`config.mk`:
```
export PLATFORM = sky130hd
export DESIGN_NAME = id_ex_stage
export DESIGN_NICKNAME = d
export VERILOG_FILES = /design/src/rtl/mips_pipe_pkg.sv /design/src/rtl/load_use_detect.sv /design/src/rtl/id_ex_stage.sv
export SDC_FILE = /design/constraint.sdc
export NUM_CORES = 1
export LEC_CHECK = 0
export ABC_AREA = 1
export BUFFER_PORTS_ARGS = -buffer_cell sky130_fd_sc_hd__clkbuf_2
export CAP_MARGIN = 20
export CORE_ASPECT_RATIO = 0.6
export CORE_MARGIN = 3
export CORE_UTILIZATION = 35
export DETAILED_ROUTE_END_ITERATION = 12
export GPL_ROUTABILITY_DRIVEN = 1
export PLACE_DENSITY = 0.7
export SLEW_MARGIN = 5
export SYNTH_ARGS = -nofsm -noshare
export SYNTH_HDL_FRONTEND = slang
export SYNTH_SLANG_ARGS = --single-unit
```
`constraint.sdc`:
```
create_clock -name clk_i -period 2.35 [get_ports clk_i]
set_clock_uncertainty 0.2 [all_clocks]
set_input_delay 0.3525 -clock clk_i [delete_from_list [all_inputs] [get_ports clk_i]]
set_output_delay 0.3525 -clock clk_i [all_outputs]
set_load 0.05 [all_outputs]
```
`src/rtl/mips_pipe_pkg.sv`:
```
// Shared MIPS pipeline definitions: control bundle layout, widths and the NOP control word.
package mips_pipe_pkg;

  localparam int unsigned REG_W      = 5;
  localparam int unsigned CTRL_W     = 10;
  localparam int unsigned PERF_CNT_W = 32;

  // Control bundle bit positions, MSB first: regwrite .. regdst, then aluop[3:0]
  localparam int unsigned CTRL_REGWRITE  = 9;
  localparam int unsigned CTRL_MEMREAD   = 8;
  localparam int unsigned CTRL_MEMWRITE  = 7;
  localparam int unsigned CTRL_MEMTOREG  = 6;
  localparam int unsigned CTRL_ALUSRC    = 5;
  localparam int unsigned CTRL_REGDST    = 4;
  localparam int unsigned CTRL_ALUOP_LSB = 0;
  localparam int unsigned CTRL_ALUOP_W   = 4;

  localparam logic [CTRL_W-1:0] CTRL_NOP = '0;

endpackage

```
`src/rtl/load_use_detect.sv`:
```
// Combinational load-use hazard detector: a load in EX whose destination feeds the ID instruction.
module load_use_detect
  import mips_pipe_pkg::*;
(
  input  logic             ex_valid,
  input  logic             ex_memread,
  input  logic [REG_W-1:0] ex_rt,
  input  logic             id_valid,
  input  logic [REG_W-1:0] id_rs,
  input  logic [REG_W-1:0] id_rt,
  input  logic             id_uses_rt,
  output logic             load_use_c
);

  logic rs_match;
  logic rt_match;

  assign rs_match = (ex_rt == id_rs);
  assign rt_match = id_uses_rt & (ex_rt == id_rt);

  // $0 is hard-wired, so a load targeting it never creates a dependency
  assign load_use_c = ex_valid & ex_memread & (ex_rt != '0) & (rs_match | rt_match) & id_valid;

endmodule

```
`src/rtl/id_ex_stage.sv`:
```
// ID/EX pipeline register with load-use stall, flush and hold handling.
// Optional ID_EX_PERF_CNT_EN adds saturating bubble/hold cycle counters.
module id_ex_stage #(
  parameter int unsigned DATA_W = 32,
  parameter int unsigned CTRL_W = mips_pipe_pkg::CTRL_W
) (
  input  logic                             clk_i,
  input  logic                             rst_i,
  input  logic                             id_valid_i,
  input  logic [mips_pipe_pkg::REG_W-1:0]  id_rs_i,
  input  logic [mips_pipe_pkg::REG_W-1:0]  id_rt_i,
  input  logic [mips_pipe_pkg::REG_W-1:0]  id_rd_i,
  input  logic                             id_uses_rt_i,
  input  logic [DATA_W-1:0]                id_rs_data_i,
  input  logic [DATA_W-1:0]                id_rt_data_i,
  input  logic [DATA_W-1:0]                id_imm_i,
  input  logic [CTRL_W-1:0]                id_ctrl_i,
  input  logic                             flush_i,
  input  logic                             hold_i,
  output logic                             ex_valid_o,
  output logic [mips_pipe_pkg::REG_W-1:0]  ex_rs_o,
  output logic [mips_pipe_pkg::REG_W-1:0]  ex_rt_o,
  output logic [mips_pipe_pkg::REG_W-1:0]  ex_rd_o,
  output logic [DATA_W-1:0]                ex_rs_data_o,
  output logic [DATA_W-1:0]                ex_rt_data_o,
  output logic [DATA_W-1:0]                ex_imm_o,
  output logic [CTRL_W-1:0]                ex_ctrl_o,
  output logic                             stall_o
`ifdef ID_EX_PERF_CNT_EN
  ,
  output logic [mips_pipe_pkg::PERF_CNT_W-1:0] bubble_cnt_o,
  output logic [mips_pipe_pkg::PERF_CNT_W-1:0] hold_cnt_o
`endif
);

  logic load_use;
  logic clear;
  logic capture;

  load_use_detect u_load_use_detect (
    .ex_valid   (ex_valid_o),
    .ex_memread (ex_ctrl_o[mips_pipe_pkg::CTRL_MEMREAD]),
    .ex_rt      (ex_rt_o),
    .id_valid   (id_valid_i),
    .id_rs      (id_rs_i),
    .id_rt      (id_rt_i),
    .id_uses_rt (id_uses_rt_i),
    .load_use_c (load_use)
  );

  // Priority rst > flush > hold > load-use > load collapses to clear/capture
  assign clear   = rst_i | flush_i | (~hold_i & load_use);
  assign capture = ~hold_i;
  assign stall_o = ~rst_i & (hold_i | (load_use & ~flush_i));

  always_ff @(posedge clk_i) begin
    if (clear) begin
      ex_valid_o   <= 1'b0;
      ex_rs_o      <= '0;
      ex_rt_o      <= '0;
      ex_rd_o      <= '0;
      ex_rs_data_o <= '0;
      ex_rt_data_o <= '0;
      ex_imm_o     <= '0;
      ex_ctrl_o    <= CTRL_W'(mips_pipe_pkg::CTRL_NOP);
    end else if (capture) begin
      ex_valid_o   <= id_valid_i;
      ex_rs_o      <= id_rs_i;
      ex_rt_o      <= id_rt_i;
      ex_rd_o      <= id_rd_i;
      ex_rs_data_o <= id_rs_data_i;
      ex_rt_data_o <= id_rt_data_i;
      ex_imm_o     <= id_imm_i;
      ex_ctrl_o    <= id_valid_i ? id_ctrl_i : CTRL_W'(mips_pipe_pkg::CTRL_NOP);
    end
  end

`ifdef ID_EX_PERF_CNT_EN
  logic bubble_evt;
  logic hold_evt;

  assign bubble_evt = ~flush_i & ~hold_i & load_use;
  assign hold_evt   = ~flush_i & hold_i;

  // Saturating event counters
  always_ff @(posedge clk_i) begin
    if (rst_i) begin
      bubble_cnt_o <= '0;
      hold_cnt_o   <= '0;
    end else begin
      if (bubble_evt && (bubble_cnt_o != '1)) begin
        bubble_cnt_o <= bubble_cnt_o + mips_pipe_pkg::PERF_CNT_W'(1);
      end
      if (hold_evt && (hold_cnt_o != '1)) begin
        hold_cnt_o <= hold_cnt_o + mips_pipe_pkg::PERF_CNT_W'(1);
      end
    end
  end
`endif

endmodule

```
# Word level (Yosys, flattened, before mapping)
# Index checks and enable logic that the tools add are counted.
# totals
ff_bits,122
in_bits,127
output_inout_bits,123
# classes
eq_ne,2
mux,1
n_bitwise,15
n_reduce_logical,1
# op_table
operator,count
equality test 5 bit,2
2-to-1 mux 10 bit,1
bitwise AND 1 bit,8
nonzero test 5 bit,1
bitwise OR 1 bit,4
inverter 1 bit,3

# Depth between registers and ports, before layout
# Gate-level depths: netlist of the first run.
# logic_depth
depth_word,8
ltp_mapped,11
ltp_nobuf,9

# Modules after synthesis
# Synthesis of the first run repeated with hierarchy kept, for this count alone.
# hier_totals
cells_unflattened,587
area_unflattened_um2,4794.6
# modules_own_cells
mod,n_inst,cells_per_inst,area_per_inst_um2
id_ex_stage,1,535,4570.6
load_use_detect,1,52,224.0

# Least setup slack after synthesis of the first run
# No wires, ideal clock.
# synth_timing
path_type,register to output
start,register ex_rt_o[1] (netlist bit)
end,output port stall_o
arrival_ns,1.724
required_time_ns,1.798
setup_slack_ns,0.074
stages_incl_launch_ff,9
path_cell_list,dfxtp_1 inv_1 nand2_1 nand2_1 nor2_1 nand3_1 nand2_1 nand3_1 o21ai_0
# synth_between
elab_chain_cells,8
# synth_lines
item,line,source
start: declaration,id_ex_stage.sv:22,"output logic [mips_pipe_pkg::REG_W-1:0] ex_rt_o,"
start signal: assignment,id_ex_stage.sv:69,ex_rt_o <= id_rt_i;
equality test 5 bit,load_use_detect.sv:19,assign rt_match = id_uses_rt & (ex_rt == id_rt);
bitwise AND 1 bit,load_use_detect.sv:19,
bitwise OR 1 bit,load_use_detect.sv:22,assign load_use_c = ex_valid & ex_memread & (ex_rt != '0) & (rs_match | rt_match) & id_valid;
bitwise AND 1 bit (*) (2 in a row),load_use_detect.sv:22,
bitwise AND 1 bit (*),id_ex_stage.sv:54,assign stall_o = ~rst_i & (hold_i | (load_use & ~flush_i));
bitwise OR 1 bit (*),id_ex_stage.sv:54,
bitwise AND 1 bit (*),id_ex_stage.sv:54,
end: declaration,id_ex_stage.sv:28,output logic stall_o
# Every way passes the cells marked *; elsewhere a longest branch is shown, timed or not.

# Worst setup path after layout of the first run
# layout_timing
start,register ex_rt_o[3] (netlist bit)
end,output port stall_o
# The elaborated chain is that of the path after synthesis.

==> results of run 1 <==
[per-stage QoR]
step / std cells / cell area (um^2) / util (%) / hold WS, ps / total power, uW
final: 940 / 7010 / 56.8 / 14.7 / 5630
after CTS: 940 / 7000 / 56.7 / 0.686 / 5710
after global routing: 940 / 7010 / 56.8 / 3.80 / 5880
after floorplan: 467 / 4530 / - / 312 / 2690
after global placement: 857 / 5870 / 47.6 / 285 / 2890
after detailed placement: 857 / 5870 / 47.6 / 291 / 2900
[placed cells by master, fill, tap and decap left out]
master and n:
a21oi_1 10, a22oi_1 10, buf_12 2, buf_4 5
buf_6 1, bufinv_16 4, clkbuf_1 2, clkbuf_16 17
clkbuf_2 247, clkbuf_8 1, clkinv_2 4, clkinv_4 2
clkinvlp_4 2, dfxtp_1 118, dfxtp_2 3, dfxtp_4 1
dlygate4sd3_1 51, inv_1 17, mux2i_1 102, nand2_1 27
nand2_4 1, nand3_1 5, nand4_1 1, nor2_1 139
o21ai_0 1, o21bai_1 1, xnor2_1 1
[registers in the layout (all words and copies together) (netlist names)]
| register | cells |
|---|---|
| ex_ctrl_o | 10 |
| ex_imm_o | 32 |
| ex_rd_o | 5 |
| ex_rs_data_o | 32 |
| ex_rs_o | 5 |
| ex_rt_data_o | 32 |
| ex_rt_o | 5 |
| ex_valid_o | 1 |
[cell families after synthesis]
logic type	share of synthesized area, %
and+or+nand+nor	14.5
DFF	53.9
muxes	22.5
buffers and inverters	5.88
AOI/OAI and AO/OA	3.04
xor gates and xnor gates	0.193
[worst max-delay path: stages (launching register included)]
cell and delay (ps):
dfxtp_1 410, inv_1 80, nand2_1 60, nand2_1 50
nor2_1 90, nand3_1 70, nand2_1 90, nand3_1 60
o21ai_0 80, buf_4 220
[power groups by stage]
stage | Sequential (uW) | Combinational [uW] | Clock (uW)
after floorplan | 2440 | 254 | 0
after global placement | 2210 | 676 | 0
after detailed placement | 2220 | 686 | 0
after CTS | 2170 | 755 | 2780
after global routing | 2180 | 810 | 2880
final | 2170 | 756 | 2700
[layer usage]
layer	global-route usage (%)	routed length, um	vias up
met5	0	0	-
met2	29.7	6240	154
li1	-	-	2111
met1	19.8	5300	1889
met4	6.00	104	0
met3	6.35	974	10
[final cells by class]
class | count | share of cell area, %
inverter | 17 | 0.911
multi-input combinational | 298 | 26.2
clock inverter | 12 | 2.46
sequential | 122 | 35.0
timing repair buffer | 306 | 26.2
tap | 165 | 2.95
clock buffer | 20 | 6.37
[worst paths after layout]
kind,endpoint,slack (ps),cells after the start
min reg2reg,ex_rs_o[3]$_SDFFE_PP0N_,300,2
min,ex_rs_data_o[27]$_SDFFE_PP0N_,10,3
max reg2reg,ex_rt_data_o[2]$_SDFFE_PP0N_,450,10
max,stall_o,190,9
[what timing repair did]
| item | 4_1_cts | 5_1_grt |
|---|---|---|
| gates resized for setup | 0 | 8 |
| hold buffers | 51 | 0 |
| endpoints found under the setup margin | 0 | 1 |
| endpoints found under the hold margin | 51 | 0 |
==> flow_summary.toml, run 1 <==
[final_layout]
multi_input_area_um2 = 1830
regArea_um2 = 2450
synthToLayoutAreaGrowth_pct = 54.6
final_nets = 889
fill_cells = 1088
layout-drive-gt1-share_pct = 37.4
n_antenna_cell = 0

[routing]
vias_per_cell = 4.43
detail-route-antenna-nets = 0
wire_per_inst_um = 13.4
route.detailed.drc = 0
first_pass_iters = 4
drt-initial-drc-count = 147
dr_total_vias = 4164
wirelength_mm = 12.6

[yosys]
synth_top_area_share_pct = 53.9
postSynthAreaPerCell_um2 = 9.71
synthesis.instances = 467
synth_fp_nets = 594
yosysWarningCount = 0
synth_top_cell_by_area = "dfxtp_1"
synth_most_common_cell = "nor2_1"
synth_area_um2 = 4530
synth.distinct_cells = 17
synth-seq-cells = 122
synth_ff_type = "dfxtp_1"
synth-seq-area-share_pct = 53.9
yosys-top-cells-area = "dfxtp_1 (54%), mux2i_1 (23%), nor2_1 (12%)"
ys_async_sr_fraction_pct = 0
synth_top_cells_by_count = "nor2_1 (139), dfxtp_1 (122), mux2i_1 (102)"
synth_edf_count = 0

[die]
die-area_um2 = 14400
initial_core_util_pct = 36.8
ios = 250
core_area_um2 = 12300
std_cell_rows = 31
die_width_um = 153
die_y_um = 94.2

[placed_design]
place_congestion = 0.905
dpl.hpwl_mm = 8.73
dp_worst_setup_slack_ps = 395
numPortBuffers = 249

[worst_setup_path]
arrival_ps = 1600
worst_ep_required_time_ps = 1800
end_kind = "primary output"
r2r_start = "ex_rt_o[3]$_SDFFE_PP0N_"
worst-path-max-fanout = 6
criticalPathCategory = "reg2out"
cp-startpoint = "ex_rt_o[3]$_SDFFE_PP0N_"
critPathLaunchType = "register"

[global_routing]
grt_pass1_wl_mm = 20.2
grt_use_total_pct = 17.2
antenna_found_initial = 0
grt_max_degree = 78
grt_pass1_vias = 4186
grt_overflow = 0

[sta]
finalMaxSlewViolations = 0
maxSlewHeadroom_pct = 56.7
max_freq_mhz = 464
min_period_ps = 2160
tightestPinTransition_ps = 650
hold_viol = 0
rsz0062_at_grt = "false"
setup_viol = 0
layout_setup_ws_ps = 193
fin_crit_sh_pct = 91.8
tns_ps = 0

[status]
outcome = "finished, final reports clean"

[job]
maxCapViolCount = 0

[clock_tree]
cts-root-buf = "clkbuf_16"
cts_buffer_depth = 2
cts.htree.levels = 4
insertion_delay_ps = 390
clk_pin_slew_ps = 60
cts_tree = "built"
cts_buffers = 17
cts_sinks = 122
postCtsSetupRepairBufs = 0

[power_and_ir_drop]
sw_frac_of_total_pct = 25.0
total_leakage_power_uw = 0.00364
pwr-share-seq_pct = 38.6
p_sw_uw = 1410
pwr_density_cell_nw_per_um2 = 804
clockPowerShare_pct = 48.0
intPower_uw = 4230
ir_worst_vdd_mv = 0.428
power_frac_comb_pct = 13.4

[min_path]
hold_class = "in2reg"
worstHoldStart = "id_rs_data_i[27]"
(Power assumes the default switching activity.)
==> run 2, diff against run 1 <==
RECOVER_POWER = 25   (was default)
SYNTH_HIERARCHICAL = 1   (was default)
==> run 2 against run 1 <==
Compared with the run above:
- clock power is 7% lower
- synthesized cell count up 26%
- flip-flop and latch count did not move
- register-to-register slack got worse by 30 ps
- sequential share of layout area decreased by 3.5 points
- critical path type unchanged
- largest power group unchanged
==> flow_summary.toml, run 2 <==
[power_and_ir_drop]
total_leakage_power_uw = 0.00330
ir_worst_vdd_mv = 0.375
pwr_density_cell_nw_per_um2 = 707

[yosys]
synthSimpleGateAreaFrac_pct = 23.1
yosys-top-cells-area = "dfxtp_1 (51%), nand2_1 (20%), a21oi_2 (15%)"
synth_compound_area_share_pct = 19.2
synth_edf_count = 0
synthesis.instances = 587
ys_async_sr_fraction_pct = 0
synth_xor_area_share_pct = 0.183
synth-seq-area-share_pct = 50.9
postSynthAreaPerCell_um2 = 8.17
synth.distinct_cells = 18
synth_top_area_share_pct = 50.9
synth_ff_type = "dfxtp_1"
synthAdderAreaFrac_pct = 0
synth_fp_nets = 714
synth_top_cells_by_count = "nand2_1 (258), dfxtp_1 (122), a21oi_2 (80)"
synth_area_um2 = 4790
yosys-mux-area-fraction_pct = 0
synth-seq-cells = 122
yosysWarningCount = 6
synth_top_family_by_area = "simple AND/OR/NAND/NOR gates"
synth_most_common_cell = "nand2_1"
synth_top_cell_by_area = "dfxtp_1"

[clock_tree]
insertion_delay_ps = 410
cts_sinks = 122
cts_buffers = 17
cts_tree = "built"
clk_pin_slew_ps = 60
cts_buffer_depth = 2
cts.htree.levels = 4
postCtsSetupRepairBufs = 0
cts-root-buf = "clkbuf_16"

[final_layout]
multi_input_area_um2 = 2060
regArea_um2 = 2460
layout-drive-gt1-share_pct = 34.5
fill_cells = 1132
synthToLayoutAreaGrowth_pct = 63.3
layout_common_cells = "nand2_1 (258), clkbuf_2 (186), dfxtp_1 (117)"
fin_util_pct = 59.6
fin_area_um2 = 7830
final_nets = 1067
final_common_cell = "nand2_1"
n_antenna_cell = 0
reg.largest.list = "ex_imm_o (32), ex_rs_data_o (32), ex_rt_data_o (32)"
instances_no_fill = 1123

[global_routing]
grt_max_degree = 123
grt_overflow = 0
grt_use_total_pct = 20.5
antenna_found_initial = 0
grt_pass1_vias = 5141
grt_pass1_wl_mm = 25.5

[routing]
route.detailed.drc = 0
wire_per_inst_um = 14.1
detail-route-antenna-nets = 0
wirelength_mm = 15.8
dr_total_vias = 5097
first_pass_iters = 4
drt-initial-drc-count = 324
vias_per_cell = 4.54

[sta]
maxSlewHeadroom_pct = 55.0
fin_crit_sh_pct = 93.7
tns_ps = 0
tightestPinTransition_ps = 678
finalMaxSlewViolations = 0
setup_viol = 0
rsz0062_at_grt = "false"
min_period_ps = 2200
max_freq_mhz = 454
hold_viol = 0
layout_setup_ws_ps = 147

[worst_setup_path]
worst_ep_required_time_ps = 1800
critPathLaunchType = "register"
criticalPathCategory = "reg2out"
reg2reg_slack_ps = 420
arrival_ps = 1650
rr_endpoint = "ex_rs_data_o[18]$_SDFFE_PP0N_"
worst-path-max-fanout = 5
r2r_cells = 10
end_kind = "primary output"
r2r_start = "ex_rt_o[4]$_SDFFE_PP0N_"

[placed_design]
dp_cells = 976
place_congestion = 0.768
dp_worst_setup_slack_ps = 319
placedInstanceArea_um2 = 6140
numPortBuffers = 249
dpl.hpwl_mm = 9.67

[min_path]
worstHoldStart = "id_rt_i[0]"
min_path_cells = 3
hold_class = "in2reg"
min_to = "ex_rt_o[0]$_SDFFE_PP0N_"

[die]
ios = 250
die_y_um = 96.7
initial_core_util_pct = 36.5
die_width_um = 157
core_area_um2 = 13100
std_cell_rows = 32
die-area_um2 = 15200

[status]
outcome = "finished, final reports clean"

[job]
maxCapViolCount = 0
-- run 2: critical path, stage by stage (launching register included) --
cell and delay (ps):
dfxtp_4 370, inv_2 50, nand2_1 50, nand2_1 40, nor2_1 110, nand3_1 100, a21oi_2 200, nand2_1 80
o21ai_2 70, buf_8 160
-- run 2: repair_timing --
| action | CTS | global route |
|---|---|---|
| resized for setup | 5 | 9 |
| endpoints found under the setup margin | 1 | 1 |
| hold endpoints to repair | 115 | 0 |
| hold buffers | 115 | 0 |
| pin swaps | 0 | 1 |
-- run 2: cell type report --
cell class              count  share of cell area, %
clock buffers              18                   5.61
clock inverters            14                   1.76
inverters                  14                  0.703
multi-input cells         410                   26.3
flip-flops and latches    122                   31.4
well taps                 170                   2.72
repair buffers            375                   31.5
-- run 2: how the worst max path moves through the flow --
stage | slack (ps) | depth (start not counted) | from | to
after floorplan | 20 | 8 | ex_rt_o[0]$_SDFFE_PP0N_ | stall_o
after global placement | 350 | 11 | id_rt_i[4] | ex_imm_o[3]$_SDFFE_PP0N_
after detailed placement | 320 | 11 | id_rt_i[0] | ex_imm_o[3]$_SDFFE_PP0N_
after CTS | 40 | 9 | ex_rt_o[0]$_SDFFE_PP0N_ | stall_o
after global routing | 20 | 9 | ex_rt_o[4]$_SDFFE_PP0N_ | stall_o
final | 150 | 9 | ex_rt_o[4]$_SDFFE_PP0N_ | stall_o
-- run 2: kinds of logic after synthesis --
group	count (synthesis)
flops	122
xor+xnor	1
buf+inv	55
compound gates	124
simple gates	285
-- run 2: stage by stage --
step	hold slack [ps]	power, uW
CTS	0.0933	5600
floorplan	296	2690
global route	4.66	5760
global placement	248	2910
detailed placement	250	2910
finish	11.4	5530
-- run 2: routing by layer --
layer  share of wire, %  track usage, %  vias up  routed length [um]
li1                   -               -     2581                   -
met1                 45            26.9     2305                7160
met2                 45            32.0      193                7130
met3                8.5            7.06       18                1340
met4                1.2            5.73        0                 189
met5                  0               0        -                   0
-- run 2: power breakdown --
| part | internal, uW | switching (uW) | leakage [uW] |
|---|---|---|---|
| Sequential | 2130 | 37.0 | 0.000997 |
| Combinational | 327 | 529 | 0.00204 |
| Clock | 1500 | 1010 | 0.000267 |
